## config.mk

```make
export PLATFORM = sky130hd
export DESIGN_NAME = frame_pixel_streamer
export DESIGN_NICKNAME = d
export VERILOG_FILES = /design/src/rtl/frame_pixel_streamer.sv
export SDC_FILE = /design/constraint.sdc
export NUM_CORES = 1
export LEC_CHECK = 0
export CAP_MARGIN = 5
export CORE_UTILIZATION = 45
export DETAILED_ROUTE_END_ITERATION = 8
export GPL_ROUTABILITY_DRIVEN = 0
export HOLD_SLACK_MARGIN = 0.06
export PLACE_DENSITY_LB_ADDON = 0.15
export SLEW_MARGIN = 20
export SYNTH_ARGS = -nofsm -noshare
export SYNTH_HDL_FRONTEND = slang
export SYNTH_SLANG_ARGS = --single-unit
```

## constraint.sdc

```tcl
create_clock -name clk -period 3.3 [get_ports clk]
set_input_delay 0.495 -clock clk [delete_from_list [all_inputs] [get_ports clk]]
set_output_delay 0.495 -clock clk [all_outputs]
set_load 0.005 [all_outputs]
```

## src/rtl/frame_pixel_streamer.sv

```systemverilog
`default_nettype none
// ============================================================================
// Module      : frame_pixel_streamer
// Description : Reads a ROW_SIZE x NUM_ROWS frame from a synchronous-read
//               frame memory (1-cycle latency) and streams it in raster order
//               on a valid/ready interface, with row-end and frame-end tags.
//               A 2-entry output FIFO with a same-cycle bypass hides the read
//               latency, so continuous ready sustains 1 pixel/cycle.
// Ports       : clk, rst (async, active high)
//               start            - one-cycle pulse, accepted only when idle
//               busy / done      - frame in progress / one-cycle completion
//               mem_rd_en/addr   - read request to frame memory
//               mem_rd_data      - read data, valid 1 cycle after mem_rd_en
//               pixel_out/valid/ready, row_last, frame_last - output stream
// Revision    : 1.0 - initial release
// ============================================================================
module frame_pixel_streamer #(
  parameter int WORD_SIZE = 8,
  parameter int ROW_SIZE  = 540,
  parameter int NUM_ROWS  = 540,
  parameter int ADDR_W    = $clog2(ROW_SIZE * NUM_ROWS)
) (
  input  logic                 clk,
  input  logic                 rst,
  input  logic                 start,
  output logic                 busy,
  output logic                 done,
  output logic                 mem_rd_en,
  output logic [ADDR_W-1:0]    mem_rd_addr,
  input  logic [WORD_SIZE-1:0] mem_rd_data,
  output logic [WORD_SIZE-1:0] pixel_out,
  output logic                 pixel_valid,
  input  logic                 pixel_ready,
  output logic                 row_last,
  output logic                 frame_last
);

  localparam int c_TOTAL = ROW_SIZE * NUM_ROWS;
  localparam int c_COL_W = (ROW_SIZE > 1) ? $clog2(ROW_SIZE) : 1;
  localparam int c_ROW_W = (NUM_ROWS > 1) ? $clog2(NUM_ROWS) : 1;
  // FIFO entry layout: {data, row_last, frame_last}
  localparam int c_ENT_W = WORD_SIZE + 2;

  localparam logic [1:0] c_S_IDLE   = 2'd0;
  localparam logic [1:0] c_S_STREAM = 2'd1;
  localparam logic [1:0] c_S_DRAIN  = 2'd2;
  localparam logic [1:0] c_S_DONE   = 2'd3;

  logic [1:0]         state_q, state_d;
  logic [ADDR_W-1:0]  addr_q, addr_d;
  logic [c_COL_W-1:0] col_q, col_d;
  logic [c_ROW_W-1:0] row_q, row_d;
  logic               inflight_q, inflight_d;
  logic               rl_q, rl_d;
  logic               fl_q, fl_d;
  logic [1:0]         cnt_q, cnt_d;
  logic [c_ENT_W-1:0] e0_q, e0_d;
  logic [c_ENT_W-1:0] e1_q, e1_d;

  logic [c_ENT_W-1:0] w_in;
  logic [c_ENT_W-1:0] w_head;
  logic               w_valid;
  logic               w_pop;
  logic [1:0]         w_left;
  logic               w_issue;
  logic               w_col_last;
  logic               w_row_last;
  logic               w_addr_last;
  logic               w_pop_st;
  logic               w_wr;
  logic [1:0]         w_base;

  // Returning read data is visible on the output in the cycle it arrives;
  // it only lands in storage if it cannot be handed over immediately.
  assign w_in    = {mem_rd_data, rl_q, fl_q};
  assign w_head  = (cnt_q != 2'd0) ? e0_q : w_in;
  assign w_valid = (cnt_q != 2'd0) || inflight_q;
  assign w_pop   = w_valid && pixel_ready;

  // Items still held after this cycle's pop; issuing is allowed while this
  // leaves room for one more, which keeps a read going every cycle under
  // continuous ready and caps total holdings at two.
  assign w_left  = cnt_q + {1'b0, inflight_q} - {1'b0, w_pop};
  assign w_issue = (state_q == c_S_STREAM) && (w_left < 2'd2);

  assign w_col_last  = (col_q == c_COL_W'(ROW_SIZE - 1));
  assign w_row_last  = (row_q == c_ROW_W'(NUM_ROWS - 1));
  assign w_addr_last = (addr_q == ADDR_W'(c_TOTAL - 1));

  // Storage update: pop shifts entry 1 forward, then the arriving word is
  // written behind whatever remains (unless it was consumed by the bypass).
  assign w_pop_st = w_pop && (cnt_q != 2'd0);
  assign w_wr     = inflight_q && !(w_pop && (cnt_q == 2'd0));
  assign w_base   = cnt_q - {1'b0, w_pop_st};

  always_comb begin
    state_d    = state_q;
    addr_d     = addr_q;
    col_d      = col_q;
    row_d      = row_q;
    rl_d       = rl_q;
    fl_d       = fl_q;
    inflight_d = w_issue;
    cnt_d      = w_left;
    e0_d       = e0_q;
    e1_d       = e1_q;

    if (w_pop_st) begin
      e0_d = e1_q;
    end
    if (w_wr) begin
      if (w_base == 2'd0) begin
        e0_d = w_in;
      end else begin
        e1_d = w_in;
      end
    end

    // Tags are computed for the address being issued and travel with it.
    if (w_issue) begin
      rl_d = w_col_last;
      fl_d = w_col_last && w_row_last;
      if (!w_addr_last) begin
        addr_d = addr_q + ADDR_W'(1);
      end
      if (w_col_last) begin
        col_d = '0;
        row_d = w_row_last ? '0 : row_q + c_ROW_W'(1);
      end else begin
        col_d = col_q + c_COL_W'(1);
      end
    end

    case (state_q)
      c_S_IDLE: begin
        if (start) begin
          state_d    = c_S_STREAM;
          addr_d     = '0;
          col_d      = '0;
          row_d      = '0;
          inflight_d = 1'b0;
          cnt_d      = 2'd0;
        end
      end
      c_S_STREAM: begin
        if (w_issue && w_addr_last) begin
          state_d = c_S_DRAIN;
        end
      end
      c_S_DRAIN: begin
        if (w_pop && w_head[0]) begin
          state_d = c_S_DONE;
        end
      end
      default: begin
        state_d = c_S_IDLE;
      end
    endcase
  end

  always_ff @(posedge clk or posedge rst) begin
    if (rst) begin
      state_q    <= c_S_IDLE;
      addr_q     <= '0;
      col_q      <= '0;
      row_q      <= '0;
      inflight_q <= 1'b0;
      rl_q       <= 1'b0;
      fl_q       <= 1'b0;
      cnt_q      <= 2'd0;
      e0_q       <= '0;
      e1_q       <= '0;
    end else begin
      state_q    <= state_d;
      addr_q     <= addr_d;
      col_q      <= col_d;
      row_q      <= row_d;
      inflight_q <= inflight_d;
      rl_q       <= rl_d;
      fl_q       <= fl_d;
      cnt_q      <= cnt_d;
      e0_q       <= e0_d;
      e1_q       <= e1_d;
    end
  end

  // A write into a full FIFO means the issue credit was miscounted.
  a_no_overflow : assert property (@(posedge clk) disable iff (rst)
    !(w_wr && (w_base == 2'd2)));

  assign busy        = (state_q == c_S_STREAM) || (state_q == c_S_DRAIN);
  assign done        = (state_q == c_S_DONE);
  assign mem_rd_en   = w_issue;
  assign mem_rd_addr = addr_q;
  assign pixel_valid = w_valid;
  assign pixel_out   = w_valid ? w_head[c_ENT_W-1:2] : '0;
  assign row_last    = w_valid && w_head[1];
  assign frame_last  = w_valid && w_head[0];

endmodule
`default_nettype wire

```

[Word-level counts from Yosys, hierarchy flattened]
Cells that the tools add are included.
Word-level totals
  flip-flop bits (word level): 66
  input port bits: 12
  output and inout bits: 33
  logic and storage cells: 72
Cells by class
  add/sub/neg operators: 6
  order comparisons: 1
  equal/unequal tests: 9
  mux-type cells: 26
  bitwise gates (word level): 1
  reductions and logical operators: 19
Operators by type and width (number)
  $mux 10: 13
  $mux 19: 4
  $add 10x1->10 const B: 2
  $eq 10x10->1 const B: 2
  $add 19x1->19 const B: 1
  $eq 19x19->1 const B: 1
  $logic_and 1x1->1: 10
  $mux 2: 5
  $mux 8: 1
  $logic_not 2->1: 3
  $ne 2x2->1 const B: 3
  $pmux 2 s3: 1
  $eq 2x2->1 const B: 2
  $sub 2x1->2: 2
  $reduce_and 3->1: 1
  $add 2x1->2: 1
  $eq 2x1->1 const B: 1
  $logic_or 1x1->1: 2
  $lt 2x2->1 const B: 1
  $mux 1: 2
  $reduce_and 2->1: 1
  $reduce_bool 2->1: 1
  $logic_not 1->1: 1
  $not 1->1: 1

[Depth between registers and ports, before layout]
  depth in word-level cells: 9
  depth in mapped cells: 13

[Worst setup path after synthesis]
Ideal clock, no wire load.
  kind: register -> output
  start: register cnt_q[1]
  end: output mem_rd_en
  arrival: 2.085 ns
  slack: 0.720 ns
  stages on the path, launching flop included: 12
  path through: dfrtp_1 or2_2 clkbuf_1 clkbuf_1 nor2_1 nor2_1 ha_1 and2_1 mux2i_1 buf_2 inv_1 buf_2
On the way
  cells in the longest elaborated chain, start to end: 6
RTL lines
  start, declared: RTL line 56  | logic [1:0] cnt_q, cnt_d;
  start signal, assigned: RTL line 181  | cnt_q <= cnt_d;
  parallel branches: the longest is 3 deep, another holds $add 2x1->2
  $sub 2x1->2 (*): RTL line 83  | assign w_left = cnt_q + {1'b0, inflight_q} - {1'b0, w_pop};
  $lt 2x2->1 (*): RTL line 84  | assign w_issue = (state_q == c_S_STREAM) && (w_left < 2'd2);
  $logic_and 1x1->1 (*): RTL line 84
  end, declared: RTL line 28  | output logic mem_rd_en,
Mark *: on every way between the ends.

[Worst setup path after layout]
Same ends and word-level chain as after synthesis.

==> flow_metrics.env <==
export IMPL_grt_overflow_total=0
export IMPL_viasPerCell=5.87
export IMPL_r2r_slack_ns=0.78
export IMPL_finalPower_mw=3.09
export IMPL_startpoint_type="flop"
export IMPL_hold_viol=0
export IMPL_power_leakage_nw=1.96
export IMPL_regArea_um2=1650
export IMPL_p_per_area_nw_per_um2=680
export IMPL_postRouteWirelength_mm=8.89
export IMPL_nFillCells=695
export IMPL_multi_input_area_um2=1970
export IMPL_slew_violations=0
export IMPL_synth_top_cell_area_share_pct=44.1
export IMPL_grt_pass1_vias=3183
export IMPL_grt_max_degree=57
export IMPL_synth_warnings=0
export IMPL_die_w_um=93.2
export IMPL_maxSlewHeadroom_pct=40.6
export IMPL_dpl_worst_slack_ns=0.262
export IMPL_synth_cell_types=47
export IMPL_hp_class="flop to flop"
export IMPL_place_area_um2=4300
export IMPL_vias=3314
export IMPL_fmax_mhz=330
export IMPL_layout_drive_gt1_share_pct=8.86
export IMPL_crit_top_cell="nor2_1"
export IMPL_holdPathStages=1
export IMPL_setup_slack_ns=0.273
export IMPL_drc=0
export IMPL_dpl_cell_count=549
export IMPL_tns_ns=0
export IMPL_initial_core_util_pct=47.5
export IMPL_cts_hold_buf=0
export IMPL_period_needed_ns=3.03
export IMPL_die_h_um=93.2
export IMPL_crit_type="flop to primary output"
export IMPL_async_flop_share_pct=100
export IMPL_worst_clock_skew_ns=0.0119
export IMPL_crit_required_ns=2.80
export IMPL_cp_slowest_stage_delay_ns=0.52
export IMPL_clkSlewWorstSetupHoldPaths_ns=0.08
export IMPL_die_area_um2=8690
export IMPL_worstSetupStartpoint="cnt_q[1]$_DFF_PP0_"
export IMPL_ant_nets=0
export IMPL_outcome="finished, final reports clean"
export IMPL_holdPathEnd="e1_q[9]$_DFFE_PP0P_"
export IMPL_htree_levels=3
export IMPL_seq_area_frac_synth_pct=44.1
export IMPL_rr_worst_depth=10
export IMPL_yosys_area_top_type="dfrtp_1"
export IMPL_area_growth_syn_to_layout_pct=21.5
export IMPL_drt_pass1_iterations=5
export IMPL_avgSynthCellArea_um2=8.94
export IMPL_path_cells="or2_4 -> nor2_1 -> nor2_1 -> ha_1 -> nor2b_1 -> mux2i_4 -> inv_1 -> clkdlybuf4s50_1"
export IMPL_worst_pin_slew_ns=0.892
export IMPL_synth_seq_cells=66
export IMPL_detail_route_wl_per_cell_um=15.7
export IMPL_syn_inst=419
export IMPL_stdcell_area_um2=4550
export IMPL_crit_fanout=21
export IMPL_r2r_end="row_q[2]$_DFF_PP0_"
export IMPL_root_buffer="clkbuf_8"
export IMPL_core_um2=7890
export IMPL_grt_antenna_before_repair=0
export IMPL_clock_sinks=66
export IMPL_rr_startpoint="cnt_q[1]$_DFF_PP0_"
export IMPL_clock_latency_ns=0.34
export IMPL_synth_top_flop_cell="dfrtp_1"
export IMPL_cts_tree="done"
export IMPL_whs_ns=0.507
export IMPL_finalSetupViolCount=0
export IMPL_maxCapViolCount=0
export IMPL_synth_nets=440
export IMPL_grt_usage_pct=22.3
export IMPL_row_count=32
export IMPL_final_core_utilization_pct=57.7
export IMPL_crit_family="simple AND/OR/NAND/NOR gates"
export IMPL_synth_area_leaders="dfrtp_1, nand2_1, o21ai_0, mux2i_1, nand4_1"
export IMPL_cp_slowest_cell="clkdlybuf4s50_1"
export IMPL_critPathBufInv=2
export IMPL_hp_start="e1_q[9]$_DFFE_PP0P_"
export IMPL_finalCritPeriodShare_pct=91.7
export IMPL_io_buffers=44
export IMPL_clockBufferDepth=2
export IMPL_dp_hpwl_mm=6.00
export IMPL_yosysMostFrequentCell="dfrtp_1"
export IMPL_synth_common_cells="dfrtp_1, nand2_1, o21ai_0"
export IMPL_grt_first_pass_wirelength_mm=15.5
export IMPL_endpoint_kind="primary output"
export IMPL_ir_worst_vdd_mv=0.314
export IMPL_nNetsFinal=479
export IMPL_initialDrtViolationCount=159
export IMPL_instances_no_fill=565
export IMPL_critical_path_arrival_ns=2.53
export IMPL_io_pin_count=45
export IMPL_insertedDiodeCount=0
export IMPL_netlist_area_um2=3750
export IMPL_synth_edff_count=0
export IMPL_rsz0062_at_grt="false"
export IMPL_cts_made_buffers=9
[worst reg2reg max path: stages, from the launching register on]
cell,delay (ns)
dfrtp_1,0.44
or2_4,0.36
nor2_1,0.14
nor2_1,0.07
ha_1,0.22
and2_1,0.17
mux2i_4,0.18
inv_1,0.11
buf_4,0.23
and3_1,0.23
a31o_2,0.24
[report_power, final]
| group | switching, mW | internal, mW |
|---|---|---|
| Combinational | 0.626 | 0.525 |
| Clock | 0.306 | 0.541 |
| Sequential | 0.133 | 0.965 |
[state kept, by name (all words and copies together), names as in the netlist]
signal / count
cnt_q: 2
col_q: 10
e0_q: 10
e1_q: 10
fl_q: 1
inflight_q: 1
mem_rd_addr: 19
rl_q: 1
row_q: 10
state_q: 2
[kinds of logic after synthesis]
| kind of cell | count (synthesis) | share of synthesized area, % |
|---|---|---|
| DFF | 66 | 44.1 |
| xor gates and xnor gates | 2 | 0.468 |
| adders and majority gates | 9 | 3.01 |
| and+or+nand+nor | 193 | 27.2 |
| AOI/OAI and AO/OA | 88 | 13.8 |
| muxes | 28 | 7.82 |
| buffers and inverters | 33 | 3.64 |
[per-layer routing]
metal | routed length, um | vias up | track usage [%]
met2 | 4220 | 87 | 35.7
met5 | 0 | - | 0
met4 | 116 | 0 | 7.31
li1 | - | 1606 | -
met1 | 4160 | 1608 | 30.8
met3 | 389 | 13 | 3.82
[area by class of cell]
type	instances	area share (%)
Multi-Input combinational cell	320	43.4
Clock buffer	11	3.33
Sequential cell	66	36.3
Clock inverter	5	2.20
Tap cell	102	2.80
Timing Repair Buffer	52	11.3
Inverter	9	0.742
[cell usage in the layout (no fill, tap or decap), drive strengths merged, types with 3 or more instances in the layout]
master,Yosys,layout
or4,5,5
o31ai,5,5
mux2i,18,18
inv,9,9
and3,5,5
nand3,22,22
bufinv,0,3
or3,18,18
nand2b,4,4
a21oi,23,23
nor2b,4,4
ha,9,9
nor3,6,6
nor4,6,6
nand4,19,19
a32o,3,3
and2,6,6
dfrtp,66,66
a31oi,5,5
clkbuf,19,11
buf,5,8
nand2,64,64
clkdlybuf4s50,0,44
mux2,10,10
nor2,20,20
o21ai,40,40
[worst max-delay path by stage]
stage | endpoint | slack, ns | cells after the start
CTS | mem_rd_en | 0.11 | 8
global route | mem_rd_en | 0.11 | 8
detailed placement | mem_rd_en | 0.26 | 9
global placement | mem_rd_en | 0.30 | 9
finish | mem_rd_en | 0.27 | 8
floorplan | mem_rd_en | 0.72 | 11
[timing repair]
item,in CTS,in global routing
buffers inserted,0,0
setup endpoints to repair,0,1
resized for setup,0,1
No activity file was read; power rests on OpenSTA's default activity.
